**config.mk**
```make
export PLATFORM = sky130hd
export DESIGN_NAME = collision_event_arbiter_flat
export DESIGN_NICKNAME = d
export VERILOG_FILES = /design/src/rtl/collision_event_arbiter_if.sv /design/src/rtl/collision_event_arbiter.sv /design/src/flat_wrapper.sv
export SDC_FILE = /design/constraint.sdc
export NUM_CORES = 1
export LEC_CHECK = 0
export CORE_ASPECT_RATIO = 0.8
export CORE_MARGIN = 3
export CORE_UTILIZATION = 39
export DETAILED_ROUTE_END_ITERATION = 12
export GPL_ROUTABILITY_DRIVEN = 1
export GPL_TIMING_DRIVEN = 0
export PLACE_DENSITY = 0.63
export SYNTH_ARGS = -nofsm -noshare
export SYNTH_HDL_FRONTEND = slang
export SYNTH_SLANG_ARGS = --single-unit
```
**constraint.sdc**
```tcl
create_clock -name clk -period 1.97 [get_ports clk]
set_clock_uncertainty 0.15 [all_clocks]
set_input_delay 0.2955 -clock clk [delete_from_list [all_inputs] [get_ports clk]]
set_output_delay 0.2955 -clock clk [all_outputs]
set_load 0.03 [all_outputs]
```
**src/rtl/collision_event_arbiter_if.sv**
```systemverilog
// Event handshake between the collision arbiter (master) and the ball physics block (slave).
interface collision_event_arbiter_if;
    logic       eventValid;
    logic       eventReady;
    logic [2:0] eventId;
    logic [1:0] eventFactor;

    modport master (output eventValid, output eventId, output eventFactor, input eventReady);
    modport slave  (input eventValid, input eventId, input eventFactor, output eventReady);
endinterface

```
**src/rtl/collision_event_arbiter.sv**
```systemverilog
// Resolves per-pixel collision flags into at most one prioritised event per video frame.
// Define COLLISION_ARB_STATS_EN to compile in the saturating droppedCount statistic.
module collision_event_arbiter #(
    parameter int COOLDOWN_FRAMES = 4,
    parameter int CNT_W           = 3
) (
    input  logic                     clk,
    input  logic                     reset,
    input  logic                     startOfFrame,
    input  logic                     pause,
    input  logic                     collisionBallFlipper,
    input  logic                     collisionBallBumper,
    input  logic                     collisionBallObstacle,
    input  logic                     collisionBallSpringPulse,
    input  logic                     collisionBallFrame,
    input  logic [1:0]               collisionFactor,
    collision_event_arbiter_if.master evt,
    output logic [7:0]               droppedCount
);

    typedef enum logic [1:0] {IDLE, ARB, OFFER} state_t;

    state_t           state, state_next;
    logic [4:0]       hits, live, sticky, pending;
    logic [1:0]       factor_sticky, pend_factor;
    logic [CNT_W-1:0] cooldown [5];
    logic [2:0]       winner;
    logic             snap, stall, arb_fire, accept;

    // A source may only mark the window while it is out of cooldown and the game runs.
    always_comb begin
        hits = {collisionBallFrame, collisionBallSpringPulse, collisionBallObstacle,
                collisionBallBumper, collisionBallFlipper};
        for (int i = 0; i < 5; i++)
            live[i] = hits[i] && (cooldown[i] == '0) && !pause;
    end

    always_comb begin
        winner = 3'd0;
        for (int i = 4; i >= 0; i--)
            if (pending[i]) winner = 3'(i);
    end

    always_ff @(posedge clk) begin
        if (reset) state <= IDLE;
        else       state <= state_next;
    end

    always_comb begin
        state_next = state;
        snap       = 1'b0;
        stall      = 1'b0;
        arb_fire   = 1'b0;
        accept     = 1'b0;
        case (state)
            IDLE: begin
                if (startOfFrame && !pause) begin
                    snap       = 1'b1;
                    state_next = ARB;
                end
            end
            ARB: begin
                if (pending == '0) begin
                    state_next = IDLE;
                end else begin
                    arb_fire   = 1'b1;
                    state_next = OFFER;
                end
            end
            OFFER: begin
                if (evt.eventReady) begin
                    accept = 1'b1;
                    if (startOfFrame && !pause) begin
                        snap       = 1'b1;
                        state_next = ARB;
                    end else begin
                        state_next = IDLE;
                    end
                end else if (startOfFrame && !pause) begin
                    stall = 1'b1;
                end
            end
            default: state_next = IDLE;
        endcase
    end

    // Collisions in a frame-start cycle belong to the freshly cleared window.
    always_ff @(posedge clk) begin
        if (reset) begin
            sticky          <= '0;
            factor_sticky   <= '0;
            pending         <= '0;
            pend_factor     <= '0;
            for (int i = 0; i < 5; i++) cooldown[i] <= '0;
            evt.eventValid  <= 1'b0;
            evt.eventId     <= '0;
            evt.eventFactor <= '0;
        end else begin
            if (snap || stall) begin
                sticky        <= live;
                factor_sticky <= live[1] ? collisionFactor : 2'd0;
            end else begin
                sticky <= sticky | live;
                if (live[1] && !sticky[1]) factor_sticky <= collisionFactor;
            end
            if (snap) begin
                pending     <= sticky;
                pend_factor <= factor_sticky;
            end
            for (int i = 0; i < 5; i++) begin
                if (arb_fire && winner == 3'(i))
                    cooldown[i] <= CNT_W'(COOLDOWN_FRAMES);
                else if ((snap || stall) && cooldown[i] != '0)
                    cooldown[i] <= cooldown[i] - CNT_W'(1);
            end
            if (arb_fire) begin
                evt.eventValid  <= 1'b1;
                evt.eventId     <= winner;
                evt.eventFactor <= (winner == 3'd1) ? pend_factor : 2'd0;
            end else if (accept) begin
                evt.eventValid  <= 1'b0;
            end
        end
    end

`ifdef COLLISION_ARB_STATS_EN
    function automatic logic [2:0] popcount5(input logic [4:0] v);
        logic [2:0] n;
        n = '0;
        for (int i = 0; i < 5; i++) n = n + {2'b00, v[i]};
        return n;
    endfunction

    function automatic logic [7:0] sat_add(input logic [7:0] a, input logic [2:0] b);
        logic [8:0] s;
        s = {1'b0, a} + {6'b0, b};
        return s[8] ? 8'hFF : s[7:0];
    endfunction

    // Losers of an arbitration, and whole windows lost to a stalled consumer, are counted.
    always_ff @(posedge clk) begin
        if (reset)         droppedCount <= '0;
        else if (arb_fire) droppedCount <= sat_add(droppedCount, popcount5(pending) - 3'd1);
        else if (stall)    droppedCount <= sat_add(droppedCount, popcount5(sticky));
    end
`else
    assign droppedCount = '0;
`endif

endmodule

```
**src/flat_wrapper.sv**
```systemverilog
// flat-port wrapper written by rule: the top's interface ports become plain ports
module collision_event_arbiter_flat 
#(
    parameter int COOLDOWN_FRAMES = 4,
    parameter int CNT_W           = 3
)
  (clk, reset, startOfFrame, pause, collisionBallFlipper, collisionBallBumper, collisionBallObstacle, collisionBallSpringPulse, collisionBallFrame, collisionFactor, droppedCount, evt_eventValid, evt_eventId, evt_eventFactor, evt_eventReady);
  collision_event_arbiter_if evt_i ();
  input  logic clk;
  input  logic reset;
  input  logic startOfFrame;
  input  logic pause;
  input  logic collisionBallFlipper;
  input  logic collisionBallBumper;
  input  logic collisionBallObstacle;
  input  logic collisionBallSpringPulse;
  input  logic collisionBallFrame;
  input  logic [1:0] collisionFactor;
  output logic [7:0] droppedCount;
  output wire logic [$bits(evt_i.eventValid)-1:0] evt_eventValid;
  output wire logic [$bits(evt_i.eventId)-1:0] evt_eventId;
  output wire logic [$bits(evt_i.eventFactor)-1:0] evt_eventFactor;
  input wire logic [$bits(evt_i.eventReady)-1:0] evt_eventReady;
  assign evt_eventValid = evt_i.eventValid;
  assign evt_eventId = evt_i.eventId;
  assign evt_eventFactor = evt_i.eventFactor;
  assign evt_i.eventReady = evt_eventReady;
  collision_event_arbiter #(.COOLDOWN_FRAMES(COOLDOWN_FRAMES), .CNT_W(CNT_W)) u_core (.clk(clk), .reset(reset), .startOfFrame(startOfFrame), .pause(pause), .collisionBallFlipper(collisionBallFlipper), .collisionBallBumper(collisionBallBumper), .collisionBallObstacle(collisionBallObstacle), .collisionBallSpringPulse(collisionBallSpringPulse), .collisionBallFrame(collisionBallFrame), .collisionFactor(collisionFactor), .evt(evt_i), .droppedCount(droppedCount));
endmodule
```
==> metrics.log <==
INFO  metric status = finished clean
INFO  metric fin_crit = 1.91 ns
INFO  metric worst-path-buf-inv = 2
INFO  metric start_util = 42.0%
INFO  metric final_hold_viols = 0
INFO  metric clock_sinks = 37
INFO  metric route.detailed.vias_per_inst = 4.73
INFO  metric r2r_slack = 0.08 ns
INFO  metric postSynthCellCount = 186
INFO  metric dr.first_iter.drc_count = 51
INFO  metric nNetsFinal = 243
INFO  metric stdcell_area = 2260 um2
INFO  metric power.ir.vdd_worst = 461 uV
INFO  metric ys_warn_count = 0
INFO  metric clkSlewWorstSetupHoldPaths = 0.07 ns
INFO  metric drv_cap = 0
INFO  metric summed_instance_area_of_the_synthesized_netlist = 1830 um2
INFO  metric power.density = 692 nW/um2
INFO  metric min_path_type = flop to flop
INFO  metric crit_path_end_kind = flop
INFO  metric number_of_global_route_vias_before_repair = 1208
INFO  metric critical_path.max_stage_delay = 0.70 ns
INFO  metric synth.yosys.seq_area_share = 48.6%
INFO  metric dieHeight = 67.3 um
INFO  metric worst_ep_required_time = 1.79 ns
INFO  metric layoutNonFillerInstCount = 279
INFO  metric largest_net_degree_at_the_start_of_global_routing = 12
INFO  metric cts_tree = built
INFO  metric synth_seq_cells = 37
INFO  metric io_pins = 26
INFO  metric post_dp_cell_area = 2100 um2
INFO  metric grt_setup_unrepaired = yes
INFO  metric crit_type = input port to flop
INFO  metric drive_gt1_share = 19.8%
INFO  metric die-width = 82.7 um
INFO  metric globalRouteTotalUtil = 14.2%
INFO  metric clk_latency = 0.29 ns
INFO  metric cp-start-kind = input port
INFO  metric fmaxAchievable = 523 MHz
INFO  metric cpLargestDelayFamily = buffers and inverters
INFO  metric first_pass_iters = 4
INFO  metric area.growth.synth_to_final = 23.1%
INFO  metric dp.cells = 267
INFO  metric first_pass_grt_wire_length = 5820 um
INFO  metric cp_data_arrival_time = 1.73 ns
INFO  metric count_of_input_and_output_buffers = 17
INFO  metric drc_errors = 0
INFO  metric leftover_overflow_at_the_end_of_global_routing = 0
INFO  metric diodes = 0
INFO  metric dp_hpwl = 2710 um
INFO  metric die_area = 5560 um2
INFO  metric period_share = 97.0%
INFO  metric critPathSlowestCell = sky130_fd_sc_hd__clkdlybuf4s50_1
INFO  metric place_congestion = 0.780
INFO  metric total_cts_buffers = 5
INFO  metric critical_path_peak_fanout = 10
INFO  metric detail_route.wirelength = 3520 um
INFO  metric clk_path_buf_depth = 2
INFO  metric antenna_left = 0
INFO  metric synthDistinctLibCells = 39
INFO  metric synthesis.area_per_instance = 9.85 um2
INFO  metric vias = 1320
INFO  metric setup_viol = 0
INFO  metric number_of_antenna_violations_at_the_first_check_in_global_routing = 0
INFO  metric timing_max_transition_violations_final = 0
INFO  metric timing.critical_path.cells = clkdlybuf4s50_1, clkbuf_1, a31oi_1, o21ai_1
INFO  metric std_cell_rows = 21
INFO  metric wl_per_cell = 12.6 um
INFO  metric clockRootBuffer = sky130_fd_sc_hd__clkbuf_8
INFO  metric design.core.area = 4360 um2
INFO  metric total_leakage_power = 0.000957 uW
INFO  metric cts-htree-levels = 2
-- per-stage QoR --
stage	hold slack, ns	power, uW	setup slack (ns)	util, %	setup TNS, ns
final	0.302	1560	0.0595	51.7	0
after global routing	0.327	1640	-0.00713	51.7	-0.00894
after CTS	0.307	1580	0.0110	50.4	0
after detailed placement	0.297	1070	-0.444	48.2	-13.75
after global placement	0.294	1070	-0.446	48.2	-13.67
after floorplan	0.294	1010	0.191	-	0
-- power by group --
group / leakage [uW] / internal, uW / switching (uW)
logic: 0.000576 / 95.3 / 121
clock network: 0.0000450 / 245 / 257
registers: 0.000336 / 827 / 17.9
-- cell usage in the layout, fill, tap and decap left out, types with 3 or more instances in the layout --
cell type and count:
sky130_fd_sc_hd__mux2i_1 8, sky130_fd_sc_hd__clkdlybuf4s50_1 16, sky130_fd_sc_hd__inv_1 15, sky130_fd_sc_hd__dfxtp_1 20
sky130_fd_sc_hd__a21oi_1 15, sky130_fd_sc_hd__nand4_1 3, sky130_fd_sc_hd__clkbuf_8 5, sky130_fd_sc_hd__buf_4 13
sky130_fd_sc_hd__ha_1 10, sky130_fd_sc_hd__edfxtp_1 15, sky130_fd_sc_hd__a32oi_1 3, sky130_fd_sc_hd__or3_1 4
sky130_fd_sc_hd__nand2_2 4, sky130_fd_sc_hd__nor2_1 30, sky130_fd_sc_hd__conb_1 8, sky130_fd_sc_hd__nand2_1 4
sky130_fd_sc_hd__nor2b_1 3, sky130_fd_sc_hd__nor2b_2 3
-- routing by layer --
metal / part of all wire [%] / vias to the layer above / global-route usage (%)
met2: 44 / 20 / 20.1
li1: - / 692 / -
met1: 51 / 601 / 20.7
met5: 0 / - / 0
met4: 1.3 / 0 / 4.90
met3: 4.0 / 7 / 4.00
-- path summary, 6_finish.rpt --
check,startpoint,end,depth (start not counted)
max,reset,u_core.cooldown[1][0],4
min reg2reg,u_core.evt.eventId[0],u_core.evt.eventId[0],2
min,u_core.evt.eventId[0],u_core.evt.eventId[0],2
max reg2reg,u_core.pending[1],u_core.cooldown[4][2],4
-- cell usage after synthesis --
| library cell | count | area share (%) |
|---|---|---|
| sky130_fd_sc_hd__a2bb2oi_4 | 1 | 1.4 |
| sky130_fd_sc_hd__buf_6 | 1 | 0.61 |
| sky130_fd_sc_hd__nand4_1 | 3 | 1.0 |
| sky130_fd_sc_hd__ha_1 | 10 | 6.8 |
| sky130_fd_sc_hd__buf_2 | 3 | 0.82 |
| sky130_fd_sc_hd__o31ai_1 | 1 | 0.41 |
| sky130_fd_sc_hd__mux2i_1 | 8 | 4.4 |
| sky130_fd_sc_hd__nor2_2 | 3 | 1.0 |
| sky130_fd_sc_hd__edfxtp_1 | 15 | 25 |
| sky130_fd_sc_hd__a32oi_1 | 3 | 1.4 |
| sky130_fd_sc_hd__o21a_1 | 1 | 0.41 |
| sky130_fd_sc_hd__a21oi_1 | 15 | 4.1 |
| sky130_fd_sc_hd__buf_4 | 8 | 3.3 |
| sky130_fd_sc_hd__or3b_1 | 1 | 0.48 |
| sky130_fd_sc_hd__nand3b_1 | 1 | 0.41 |
| sky130_fd_sc_hd__clkbuf_1 | 1 | 0.20 |
| sky130_fd_sc_hd__nor2_1 | 30 | 6.1 |
| sky130_fd_sc_hd__nor3_1 | 2 | 0.55 |
| sky130_fd_sc_hd__or3_1 | 5 | 1.7 |
| sky130_fd_sc_hd__buf_1 | 2 | 0.41 |
| sky130_fd_sc_hd__a211oi_1 | 1 | 0.41 |
| sky130_fd_sc_hd__or4_4 | 1 | 0.61 |
| sky130_fd_sc_hd__a21o_1 | 2 | 0.82 |
| sky130_fd_sc_hd__nor3b_1 | 1 | 0.41 |
| sky130_fd_sc_hd__a31oi_1 | 2 | 0.68 |
| sky130_fd_sc_hd__o21ai_0 | 2 | 0.55 |
| sky130_fd_sc_hd__o21ai_1 | 1 | 0.27 |
| sky130_fd_sc_hd__xor2_1 | 2 | 0.96 |
| sky130_fd_sc_hd__or3_4 | 1 | 0.61 |
| sky130_fd_sc_hd__or2_2 | 1 | 0.34 |
| sky130_fd_sc_hd__conb_1 | 1 | 0.20 |
| sky130_fd_sc_hd__nand2_1 | 8 | 1.6 |
| sky130_fd_sc_hd__o21ai_4 | 1 | 0.89 |
| sky130_fd_sc_hd__nor2b_1 | 6 | 2.0 |
| sky130_fd_sc_hd__a22oi_1 | 2 | 0.82 |
| sky130_fd_sc_hd__inv_1 | 15 | 3.1 |
| sky130_fd_sc_hd__nor4b_1 | 1 | 0.48 |
| sky130_fd_sc_hd__xnor2_1 | 2 | 0.96 |
| sky130_fd_sc_hd__dfxtp_1 | 22 | 24 |
-- final cells by class --
class	count	area [um2]
Sequential cell	37	898
Tap cell	57	71.3
Buffer	15	103
Inverter	15	56.3
Fill cell	432	2100
Clock buffer	6	72.6
Multi-Input combinational cell	126	847
Clock inverter	2	10.0
Timing Repair Buffer	21	199
-- logic make-up after synthesis --
kind of cell,synth area share [%]
flops,48.6
fa+ha+maj,6.83
simple gates,17.5
other cells,0.205
mux,4.37
buf+inv,8.40
compound gates,12.2
xor+xnor,1.91
-- worst min-delay path, cell delays in order, from the launching register on --
cell and delay (ns):
sky130_fd_sc_hd__dfxtp_1 0.31, sky130_fd_sc_hd__nand2_1 0.05, sky130_fd_sc_hd__a21oi_1 0.05
-- state kept, by name (all words and copies together) (netlist names) --
name                    cells
u_core.state                2
u_core.factor_sticky        2
u_core.evt.eventFactor      2
u_core.cooldown            15
u_core.pend_factor          2
u_core.sticky               5
u_core.evt.eventId          3
u_core.pending              5
u_core.evt.eventValid       1
-- repair_timing --
item	in CTS	in global routing
pin swaps	2	2
endpoints found under the setup margin	18	37
hold buffers	0	0
gates resized for setup	4	16
cloned	0	0
buffers inserted	1	3
Note: power is estimated with default switching activity, not from simulation.
